<file path="src/rtl/jtag_tap_pkg.sv">
// Shared types and default constants for the behavioural JTAG TAP model.
// Holds the TAP state enum, default opcodes and the default IDCODE value.
package jtag_tap_pkg;

    typedef enum logic [3:0] {
        TLR    = 4'h0,
        RTI    = 4'h1,
        SEL_DR = 4'h2,
        CAP_DR = 4'h3,
        SH_DR  = 4'h4,
        EX1_DR = 4'h5,
        PAU_DR = 4'h6,
        EX2_DR = 4'h7,
        UPD_DR = 4'h8,
        SEL_IR = 4'h9,
        CAP_IR = 4'hA,
        SH_IR  = 4'hB,
        EX1_IR = 4'hC,
        PAU_IR = 4'hD,
        EX2_IR = 4'hE,
        UPD_IR = 4'hF
    } tap_state_e;

    localparam logic [7:0] ER1_OP         = 8'h32;
    localparam logic [7:0] ER2_OP         = 8'h38;
    localparam logic [7:0] IDCODE_OP_DEF  = 8'hE0;
    localparam logic [7:0] BYPASS_OP      = 8'hFF;
    localparam logic [7:0] IR_CAPTURE_DEF = 8'h01;

    localparam logic [31:0] IDCODE_DEF = 32'h41111043;

endpackage

</file>
<file path="src/rtl/jtag_tap_fsm.sv">
// IEEE 1149.1 16-state TAP controller, clocked on posedge tck.
// Ports: tck_i, rst_i, tms_i in; one-hot state decodes (*_o) out.
module jtag_tap_fsm
    import jtag_tap_pkg::*;
(
    input  logic tck_i,
    input  logic rst_i,
    input  logic tms_i,
    output logic tlr_o,
    output logic rti_o,
    output logic cap_dr_o,
    output logic sh_dr_o,
    output logic upd_dr_o,
    output logic cap_ir_o,
    output logic sh_ir_o,
    output logic upd_ir_o
);

    tap_state_e state_q;
    tap_state_e state_d;

    always_ff @(posedge tck_i or posedge rst_i) begin
        if (rst_i) begin
            state_q <= TLR;
        end else begin
            state_q <= state_d;
        end
    end

    always_comb begin
        state_d  = state_q;
        tlr_o    = 1'b0;
        rti_o    = 1'b0;
        cap_dr_o = 1'b0;
        sh_dr_o  = 1'b0;
        upd_dr_o = 1'b0;
        cap_ir_o = 1'b0;
        sh_ir_o  = 1'b0;
        upd_ir_o = 1'b0;
        unique case (state_q)
            TLR: begin
                tlr_o   = 1'b1;
                state_d = tms_i ? TLR : RTI;
            end
            RTI: begin
                rti_o   = 1'b1;
                state_d = tms_i ? SEL_DR : RTI;
            end
            SEL_DR: state_d = tms_i ? SEL_IR : CAP_DR;
            CAP_DR: begin
                cap_dr_o = 1'b1;
                state_d  = tms_i ? EX1_DR : SH_DR;
            end
            SH_DR: begin
                sh_dr_o = 1'b1;
                state_d = tms_i ? EX1_DR : SH_DR;
            end
            EX1_DR: state_d = tms_i ? UPD_DR : PAU_DR;
            PAU_DR: state_d = tms_i ? EX2_DR : PAU_DR;
            EX2_DR: state_d = tms_i ? UPD_DR : SH_DR;
            UPD_DR: begin
                upd_dr_o = 1'b1;
                state_d  = tms_i ? SEL_DR : RTI;
            end
            SEL_IR: state_d = tms_i ? TLR : CAP_IR;
            CAP_IR: begin
                cap_ir_o = 1'b1;
                state_d  = tms_i ? EX1_IR : SH_IR;
            end
            SH_IR: begin
                sh_ir_o = 1'b1;
                state_d = tms_i ? EX1_IR : SH_IR;
            end
            EX1_IR: state_d = tms_i ? UPD_IR : PAU_IR;
            PAU_IR: state_d = tms_i ? EX2_IR : PAU_IR;
            EX2_IR: state_d = tms_i ? UPD_IR : SH_IR;
            UPD_IR: begin
                upd_ir_o = 1'b1;
                state_d  = tms_i ? SEL_DR : RTI;
            end
        endcase
    end

endmodule

</file>
<file path="src/rtl/jtag_tap_multi_er.sv">
// Behavioural JTAG TAP with IDCODE, BYPASS and NUM_ER user DR channels.
// Ports: tck/rst/tms/tdi in, tdo/tdo_en out, j* user-side strobes,
// jtdo per-channel user DR input, ir_value shadow for visibility.
module jtag_tap_multi_er
    import jtag_tap_pkg::*;
#(
    parameter int                         IR_LEN     = 8,
    parameter int                         NUM_ER     = 2,
    parameter logic [NUM_ER*IR_LEN-1:0]   ER_OPCODES = {ER2_OP, ER1_OP},
    parameter logic [NUM_ER-1:0]          ER_ENABLE  = 2'b11,
    parameter logic [IR_LEN-1:0]          IDCODE_OP  = IDCODE_OP_DEF,
    parameter logic [31:0]                IDCODE     = IDCODE_DEF,
    parameter logic [IR_LEN-1:0]          IR_CAPTURE = IR_CAPTURE_DEF
) (
    input  logic              tck,
    input  logic              rst,
    input  logic              tms,
    input  logic              tdi,
    output logic              tdo,
    output logic              tdo_en,
    output logic              jtck,
    output logic              jtdi,
    output logic              jshift,
    output logic              jupdate,
    output logic              jrstn,
    output logic [NUM_ER-1:0] jce,
    output logic [NUM_ER-1:0] jrti,
    input  logic [NUM_ER-1:0] jtdo,
    output logic [IR_LEN-1:0] ir_value
);

    logic tlr, rti, cap_dr, sh_dr, upd_dr, cap_ir, sh_ir, upd_ir;

    jtag_tap_fsm u_fsm (
        .tck_i    (tck),
        .rst_i    (rst),
        .tms_i    (tms),
        .tlr_o    (tlr),
        .rti_o    (rti),
        .cap_dr_o (cap_dr),
        .sh_dr_o  (sh_dr),
        .upd_dr_o (upd_dr),
        .cap_ir_o (cap_ir),
        .sh_ir_o  (sh_ir),
        .upd_ir_o (upd_ir)
    );

    logic [IR_LEN-1:0] ir_shadow_q;
    logic [IR_LEN-1:0] ir_shift_q;
    logic [31:0]       idcode_q;
    logic              bypass_q;
    logic              jtdi_q;
    logic              tdo_q;
    logic              tdo_en_q;
    logic              jrstn_q;

    logic [NUM_ER-1:0] er_sel;
    logic              er_any;
    logic              idcode_sel;
    logic              bypass_sel;
    logic              dr_lsb;

    // Instruction decode; scanning upward with a hit flag makes the
    // lowest-numbered channel win when two share an opcode.
    always_comb begin
        er_sel = '0;
        er_any = 1'b0;
        for (int k = 0; k < NUM_ER; k++) begin
            if (!er_any && ER_ENABLE[k] &&
                ir_shadow_q == ER_OPCODES[k*IR_LEN +: IR_LEN]) begin
                er_sel[k] = 1'b1;
                er_any    = 1'b1;
            end
        end
        idcode_sel = !er_any && (ir_shadow_q == IDCODE_OP);
        bypass_sel = !er_any && !idcode_sel;
    end

    always_comb begin
        dr_lsb = bypass_q;
        if (er_any) begin
            dr_lsb = |(jtdo & er_sel);
        end else if (idcode_sel) begin
            dr_lsb = idcode_q[0];
        end
    end

    // Instruction register: shift path plus shadow.
    always_ff @(posedge tck or posedge rst) begin
        if (rst) begin
            ir_shadow_q <= IDCODE_OP;
            ir_shift_q  <= '0;
        end else begin
            if (tlr) begin
                ir_shadow_q <= IDCODE_OP;
            end else if (upd_ir) begin
                ir_shadow_q <= ir_shift_q;
            end
            if (cap_ir) begin
                ir_shift_q <= IR_CAPTURE;
            end else if (sh_ir) begin
                ir_shift_q <= {tdi, ir_shift_q[IR_LEN-1:1]};
            end
        end
    end

    // Built-in data registers.
    always_ff @(posedge tck or posedge rst) begin
        if (rst) begin
            idcode_q <= '0;
            bypass_q <= 1'b0;
            jtdi_q   <= 1'b0;
        end else begin
            jtdi_q <= tdi;
            if (idcode_sel) begin
                if (cap_dr) begin
                    idcode_q <= IDCODE;
                end else if (sh_dr) begin
                    idcode_q <= {tdi, idcode_q[31:1]};
                end
            end
            if (bypass_sel) begin
                if (cap_dr) begin
                    bypass_q <= 1'b0;
                end else if (sh_dr) begin
                    bypass_q <= tdi;
                end
            end
        end
    end

    // Falling-edge output stage; tdo holds outside the shift states.
    always_ff @(negedge tck or posedge rst) begin
        if (rst) begin
            tdo_q    <= 1'b0;
            tdo_en_q <= 1'b0;
            jrstn_q  <= 1'b0;
        end else begin
            tdo_en_q <= sh_ir | sh_dr;
            jrstn_q  <= !tlr;
            if (sh_ir) begin
                tdo_q <= ir_shift_q[0];
            end else if (sh_dr) begin
                tdo_q <= dr_lsb;
            end
        end
    end

    assign tdo      = tdo_q;
    assign tdo_en   = tdo_en_q;
    assign jtck     = tck;
    assign jtdi     = jtdi_q;
    assign jrstn    = jrstn_q;
    assign jshift   = sh_dr & er_any;
    assign jupdate  = upd_dr & er_any;
    assign jce      = er_sel & {NUM_ER{cap_dr | sh_dr}};
    assign jrti     = er_sel & {NUM_ER{rti}};
    assign ir_value = ir_shadow_q;

endmodule

</file>
<file path="config.mk">
export PLATFORM = sky130hd
export DESIGN_NAME = jtag_tap_multi_er
export DESIGN_NICKNAME = d
export VERILOG_FILES = /design/src/rtl/jtag_tap_pkg.sv /design/src/rtl/jtag_tap_fsm.sv /design/src/rtl/jtag_tap_multi_er.sv
export SDC_FILE = /design/constraint.sdc
export NUM_CORES = 1
export LEC_CHECK = 0
export ABC_AREA = 1
export CAP_MARGIN = 20
export CELL_PAD_IN_SITES_DETAIL_PLACEMENT = 1
export CELL_PAD_IN_SITES_GLOBAL_PLACEMENT = 1
export CORE_ASPECT_RATIO = 1.5
export CORE_MARGIN = 2
export CORE_UTILIZATION = 39
export DETAILED_ROUTE_END_ITERATION = 10
export PLACE_DENSITY = 0.79
export SKIP_CTS_REPAIR_TIMING = 1
export SYNTH_ARGS = -nofsm -noshare
export SYNTH_HDL_FRONTEND = slang
export SYNTH_SLANG_ARGS = --single-unit
</file>
<file path="constraint.sdc">
create_clock -name tck -period 1.6 [get_ports tck]
set_input_delay 0.32 -clock tck [delete_from_list [all_inputs] [get_ports tck]]
set_output_delay 0.32 -clock tck [all_outputs]
set_load 0.05 [all_outputs]
</file>
==> flow_summary.ini, run 1 <==
[outcome]
outcome = finished with violations
violations = setup timing

[yosys]
yosys.area.top_type_share_pct = 48.1
syn_inst = 306
synth_area_leader_cell = dfrtp_1
async_flop_share_pct = 100
syn-cell-area_um2 = 2650
syn_area_per_cell_um2 = 8.66
yosys_register_bits = 57
ys_warn_count = 0
synth_fp_nets = 312
synth.area.top_cells = dfrtp_1 48%, nand2_1 7.4%, nor2_1 5.2%
yosysMostFrequentCell = nand2_1
synth_cell_types = 25
synth_edf_count = 0
synthFlopType = dfrtp_1
netlist_top_cells_count = 52 x nand2_1, 51 x dfrtp_1, 37 x nor2_1
yosysSeqAreaShare_pct = 53.9

[worst_setup_path]
cp_num_buf_inv = 1
crit_end = tdo
cp-start-kind = register
crit_start = tdo
max_stage_delay_ns = 0.45
cp.required_ns = 1.28
path_max_fanout = 2
crit_family = flip-flops
slowest_stage = dfrtn_1
criticalPathCategory = register to output pin
reg2reg_depth = 9
crit_path_end_kind = output pin
reg2reg_slack_ns = -0.52
arrival_ns = 1.85
rr_startpoint = ir_value[5]
crit_cells = 1
path_cells = buf_12
rr_endpoint = tdo

[clock_network]
cts.clk_slew.worst_paths_ns = 0.07
cts_tree = yes
clk_latency_ns = 0.46

[drt]
drt-wirelength-per-cell_um = 16.6
dr.pass1.iters = 4
ant_nets = 0
drtIter0Drc = 141
num_vias = 2458
vias_per_cell = 5.15
drc = 0
finalWirelength_um = 7900

[timing]
final-setup-viol-count = 45
hold_viol_final = 0
fin_ws_ns = -0.574
tns_ns = -11.28
worst_pin_slew_ns = 0.425
slew_violations = 0
whs_ns = 0.327
max_slew_margin_pct = 71.6
finalClockSkew_ns = 0.00945
rsz0062_at_grt = yes

[cells_and_area]
drive_gt1_share_pct = 44.1
synthToLayoutAreaGrowth_pct = 54.5
antenna_cells = 0
fin_area_um2 = 4100
num-nets-final = 402
final_util_pct = 62.7

[power]
seq_power_share_pct = 30.7
switching_share_pct = 40.2
leakage_uw = 0.00195
power_switching_uw = 2960
vdd_drop_max_mv = 0.976
internal-power_uw = 4400
power.density_nw_per_um2 = 1800
power_frac_comb_pct = 46.3
pwr-share-clk_pct = 23.0

[floorplan]
rows = 36
core_area_um2 = 6530
start_util_pct = 40.6
ios = 25
die_h_um = 105
dieWidth_um = 71.3
dieArea_um2 = 7490

[placement]
pre_cts_ws_ns = -0.560
port_buffers = 24
dp_hpwl_um = 5150
place.gp.congestion = 0.950
dpl_cell_area_um2 = 3560

[grt]
grt_pass1_vias = 2599
gr-total-overflow = 0
grt_max_degree = 51
grt_pass1_wl_um = 12200
antenna_found_initial = 0
grt_usage_pct = 21.2

[hold_path]
hp-class = input pin to async pin

[flow_run]
drv_cap = 0
-- power by group through the flow --
stage | Sequential [uW] | Clock, uW | Combinational, uW
3_3_place_gp | 2240 | 144 | 2640
2_1_floorplan | 2350 | 135 | 1670
4_1_cts | 2250 | 1750 | 2770
6_report | 2260 | 1690 | 3410
3_5_place_dp | 2270 | 144 | 2730
5_1_grt | 2320 | 1790 | 3710
-- logic make-up (layout without fill, tap and decap cells) --
kind of cell	count (synthesis)	count (layout)	synth area share, %
AND/OR/NAND/NOR	129	129	22.6
AO/OA/AOI/OAI	63	63	13.3
buffers and inverters	57	152	10.2
flip-flops	57	57	53.9
-- cells in the final DEF, fill, tap and decap left out, drive strengths merged, types with 8 or more instances in the layout --
cell | netlist | layout
nand2 | 55 | 55
inv | 43 | 42
dfrtp | 51 | 51
clkbuf | 3 | 16
nor2 | 41 | 41
o22ai | 12 | 12
buf | 11 | 82
o21ai | 32 | 32
a21oi | 8 | 8
nand3 | 33 | 33
-- cell type report --
class                           count  area (um2)
Timing Repair Buffer               89         985
Fill cell                         726        2440
Clock buffer                       14         184
Sequential cell                    57        1430
Tap cell                           76        95.1
Multi-Input combinational cell    192        1170
Inverter                           43         165
Clock inverter                      6        67.6
-- metrics by stage --
stage	total power [uW]	instances
finish	7360	477
global route	7820	477
CTS	6770	463
detailed placement	5150	444
global placement	5030	444
floorplan	4150	306
-- per-layer routing --
metal	GRT usage [%]	share of wire (%)	up-vias
met5	0	0	-
met4	10.9	2.2	0
met3	4.44	2.5	17
met2	35.8	56	51
met1	24.7	40	1216
li1	-	-	1174
-- sequential cells by signal (all words and copies together), names as in the netlist, 4 cells and up --
| name | cells |
|---|---|
| ir_shift_q | 8 |
| idcode_q | 32 |
| ir_value | 8 |
| u_fsm.state_q | 4 |
-- worst min-delay path, delay by kind of cell --
| family | cells | cell delay [ns] |
|---|---|---|
| buffers and inverters | 3 | 0.79 |
-- worst min path at each step --
stage | endpoint | slack [ns]
6_report | u_fsm.state_q[2] | 0.33
5_1_grt | u_fsm.state_q[3] | 0.34
4_1_cts | u_fsm.state_q[3] | 0.33
3_5_place_dp | idcode_q[3] | 0.49
3_3_place_gp | idcode_q[26] | 0.48
2_1_floorplan | jtdi | 0.35
Note: power is estimated with default switching activity, not from simulation.
==> run 2: changes to the inputs <==
CORE_UTILIZATION = 30   (was 39)
PLACE_DENSITY = 0.65   (was 0.79)
SLEW_MARGIN = 30   (was default)
==> flow_summary.ini, run 2 (synthesis results as in run 1) <==
[placement]
dp_hpwl_um = 5380
place.gp.congestion = 0.851
port_buffers = 24

[drt]
finalWirelength_um = 9100
drt-wirelength-per-cell_um = 17.5
num_vias = 2568
ant_nets = 0
vias_per_cell = 4.93
drtIter0Drc = 121
dr.pass1.iters = 6
drc = 0

[cells_and_area]
final_util_pct = 51.8
largest_reg_flops = 32
final_cell_mix = 54 x buf_4, 51 x dfrtp_1, 35 x nand2_1
regMostFlops = idcode_q
final_common_cell = buf_4
num-nets-final = 412
drive_gt1_share_pct = 49.1
antenna_cells = 0
synthToLayoutAreaGrowth_pct = 70.5

[floorplan]
die_h_um = 119
dieArea_um2 = 9620
start_util_pct = 30.4
ios = 25
dieWidth_um = 80.8
rows = 42
core_area_um2 = 8720

[timing]
hold_viol_final = 0
finalClockSkew_ns = 0.0289
tns_ns = -12.14
worst_pin_slew_ns = 0.435
rsz0062_at_grt = yes
slew_violations = 0
fin_ws_ns = -0.599
final-setup-viol-count = 44
max_slew_margin_pct = 71.0

[worst_setup_path]
rr_startpoint = ir_value[5]
cp_num_buf_inv = 1
path_cells = buf_12
reg2reg_slack_ns = -0.53
reg2reg_depth = 9
cp.required_ns = 1.28
max_stage_delay_ns = 0.46
criticalPathCategory = register to output pin
arrival_ns = 1.88
crit_end = tdo
cp-start-kind = register
crit_start = tdo
slowest_stage = dfrtn_1
crit_cells = 1
path_max_fanout = 2
rr_endpoint = tdo
crit_family = flip-flops
crit_path_end_kind = output pin

[flow_run]
drv_cap = 0

[outcome]
violations = setup timing
outcome = finished with violations

[clock_network]
cts.clk_slew.worst_paths_ns = 0.05
clk_latency_ns = 0.46
cts_tree = yes

[grt]
grt_usage_pct = 18.2
grt_pass1_vias = 2700
antenna_found_initial = 0
grt_pass1_wl_um = 13100
grt_max_degree = 31
gr-total-overflow = 0

[power]
power.density_nw_per_um2 = 1950
leakage_uw = 0.00212
vdd_drop_max_mv = 1.43

[hold_path]
hp-class = input pin to register
## run 2: cell type report
type,count,area [um2]
Clock buffer,19,378
Clock inverter,1,30.0
Fill cell,974,4200
Inverter,43,175
Multi-Input combinational cell,192,1230
Sequential cell,57,1430
Tap cell,110,138
Timing Repair Buffer,99,1140
## run 2: layer usage
layer | global-route usage, % | part of all wire [%]
met5 | 0 | 0
met4 | 9.43 | 4.1
met3 | 5.08 | 2.1
met2 | 31.5 | 56
met1 | 19.8 | 38
## run 2: worst min path at each step
stage	start	to	slack, ns	cells past startpoint
3_3_place_gp	idcode_q[3]	idcode_q[3]	0.48	2
3_5_place_dp	idcode_q[3]	idcode_q[3]	0.49	2
6_report	tdi	jtdi	0.35	1
4_1_cts	tdi	jtdi	0.34	1
2_1_floorplan	tdi	jtdi	0.35	0
5_1_grt	tdi	jtdi	0.36	1
## run 2: stage by stage
| step | hold slack [ns] | cell area, um2 | instances | total power [uW] | worst slack, ns |
|---|---|---|---|---|---|
| 2_1_floorplan | 0.351 | 2780 | 306 | 4150 | -0.720 |
| 3_3_place_gp | 0.477 | 3630 | 478 | 5110 | -0.468 |
| 3_5_place_dp | 0.487 | 3630 | 478 | 5230 | -0.550 |
| 4_1_cts | 0.344 | 4040 | 497 | 7740 | -0.630 |
| 5_1_grt | 0.362 | 4520 | 521 | 9290 | -0.618 |
| 6_report | 0.352 | 4520 | 521 | 8820 | -0.599 |
## run 2: report_power, final
| group | internal, uW | switching, uW | total (uW) |
|---|---|---|---|
| sequential | 1960 | 338 | 2300 |
| clock | 1750 | 806 | 2560 |
| combinational | 1860 | 2110 | 3970 |
==> run 3: changes to the inputs <==
CORE_MARGIN = 3   (was 2)
==> flow_summary.ini, run 3 (synthesis results as in run 1) <==
[outcome]
outcome = finished with violations
violations = setup timing

[worst_setup_path]
cp_num_buf_inv = 1
path_cells = buf_12
reg2reg_slack_ns = -0.50
crit_family = flip-flops
path_max_fanout = 2
arrival_ns = 1.88
rr_startpoint = ir_value[5]
crit_path_end_kind = output pin
slowest_stage = dfrtn_1
rr_endpoint = tdo
cp-start-kind = register
reg2reg_depth = 9
criticalPathCategory = register to output pin
max_stage_delay_ns = 0.46
cp.required_ns = 1.28
crit_start = tdo

[timing]
whs_ns = 0.135
final-setup-viol-count = 46
finalClockSkew_ns = 0.0255
fin_ws_ns = -0.601
slew_violations = 0
rsz0062_at_grt = yes
tns_ns = -11.98
max_slew_margin_pct = 74.0
worst_pin_slew_ns = 0.391
hold_viol_final = 0

[drt]
dr.pass1.iters = 4
num_vias = 2527
finalWirelength_um = 9190
drtIter0Drc = 132
ant_nets = 0
drc = 0
vias_per_cell = 4.94
drt-wirelength-per-cell_um = 18.0

[grt]
antenna_found_initial = 0
grt_max_degree = 54
grt_pass1_wl_um = 12600
grt_usage_pct = 17.1
gr-total-overflow = 0
grt_pass1_vias = 2632

[hold_path]
hp-class = input pin to async pin

[clock_network]
cts_tree = yes
cts.clk_slew.worst_paths_ns = 0.05
clk_latency_ns = 0.47

[placement]
placedCellCount = 472
place.gp.congestion = 0.865
dp_hpwl_um = 5270
dpl_cell_area_um2 = 3590
port_buffers = 24

[floorplan]
dieArea_um2 = 10000
ios = 25
dieWidth_um = 82.8
start_util_pct = 31.1
core_area_um2 = 8520
die_h_um = 121
rows = 41

[cells_and_area]
final_common_cell = dfrtp_1
synthToLayoutAreaGrowth_pct = 71.9
antenna_cells = 0
final_util_pct = 53.5
final_cell_mix = 51 x dfrtp_1, 47 x buf_4, 39 x nand2_1
largest_reg_flops = 32
fin_cells = 512
regMostFlops = idcode_q
num-nets-final = 406
fin_area_um2 = 4560
drive_gt1_share_pct = 48.1

[power]
power.density_nw_per_um2 = 2040
internal-power_uw = 5870
leakage_uw = 0.00209
switching_share_pct = 37.0
vdd_drop_max_mv = 1.18
seq_power_share_pct = 24.7
power_switching_uw = 3440
power_frac_comb_pct = 45.7
pwr-share-clk_pct = 29.5

[flow_run]
drv_cap = 0
## run 3: changes by cell type in the layout (fill, tap and decap cells not counted), sizes merged
cell      delta
buf          -7
bufinv       +2
clkbuf       -3
clkinv       +1
clkinvlp     +1
## run 3: layout make-up
cell class              instances  area [um2]
inverters                      43         173
well taps                     107         134
flip-flops and latches         57        1430
multi-input cells             192        1280
clock inverters                 5         103
repair buffers                 93        1120
fillers                       933        3960
clock buffers                  15         323
## run 3: power by group through the flow
stage          sequential [uW]  combinational [uW]  clock [uW]
2_1_floorplan             2350                1670         135
3_3_place_gp              2250                2700         144
3_5_place_dp              2280                2780         144
4_1_cts                   2260                2820        2800
5_1_grt                   2350                4590        2870
6_report                  2300                4250        2750
## run 3: worst max path at each step
stage | endpoint | slack (ns) | cells past startpoint
5_1_grt | tdo | -0.64 | 9
4_1_cts | jupdate | -0.69 | 8
2_1_floorplan | tdo | -0.72 | 10
3_3_place_gp | tdo | -0.51 | 9
3_5_place_dp | tdo | -0.57 | 9
6_report | tdo | -0.60 | 1
## run 3: per-stage QoR
stage | total power [uW] | worst slack, ns
floorplan | 4150 | -0.720
global placement | 5100 | -0.511
detailed placement | 5200 | -0.574
CTS | 7880 | -0.685
global route | 9810 | -0.637
finish | 9310 | -0.601
## run 3: routing by layer
metal  global-route usage [%]  share of wire [%]  vias up
met5                        0                  0        -
met4                     9.00                2.8        0
met3                     4.01                1.8       20
met2                     30.4                 58       42
met1                     18.1                 38     1280
li1                         -                  -     1185
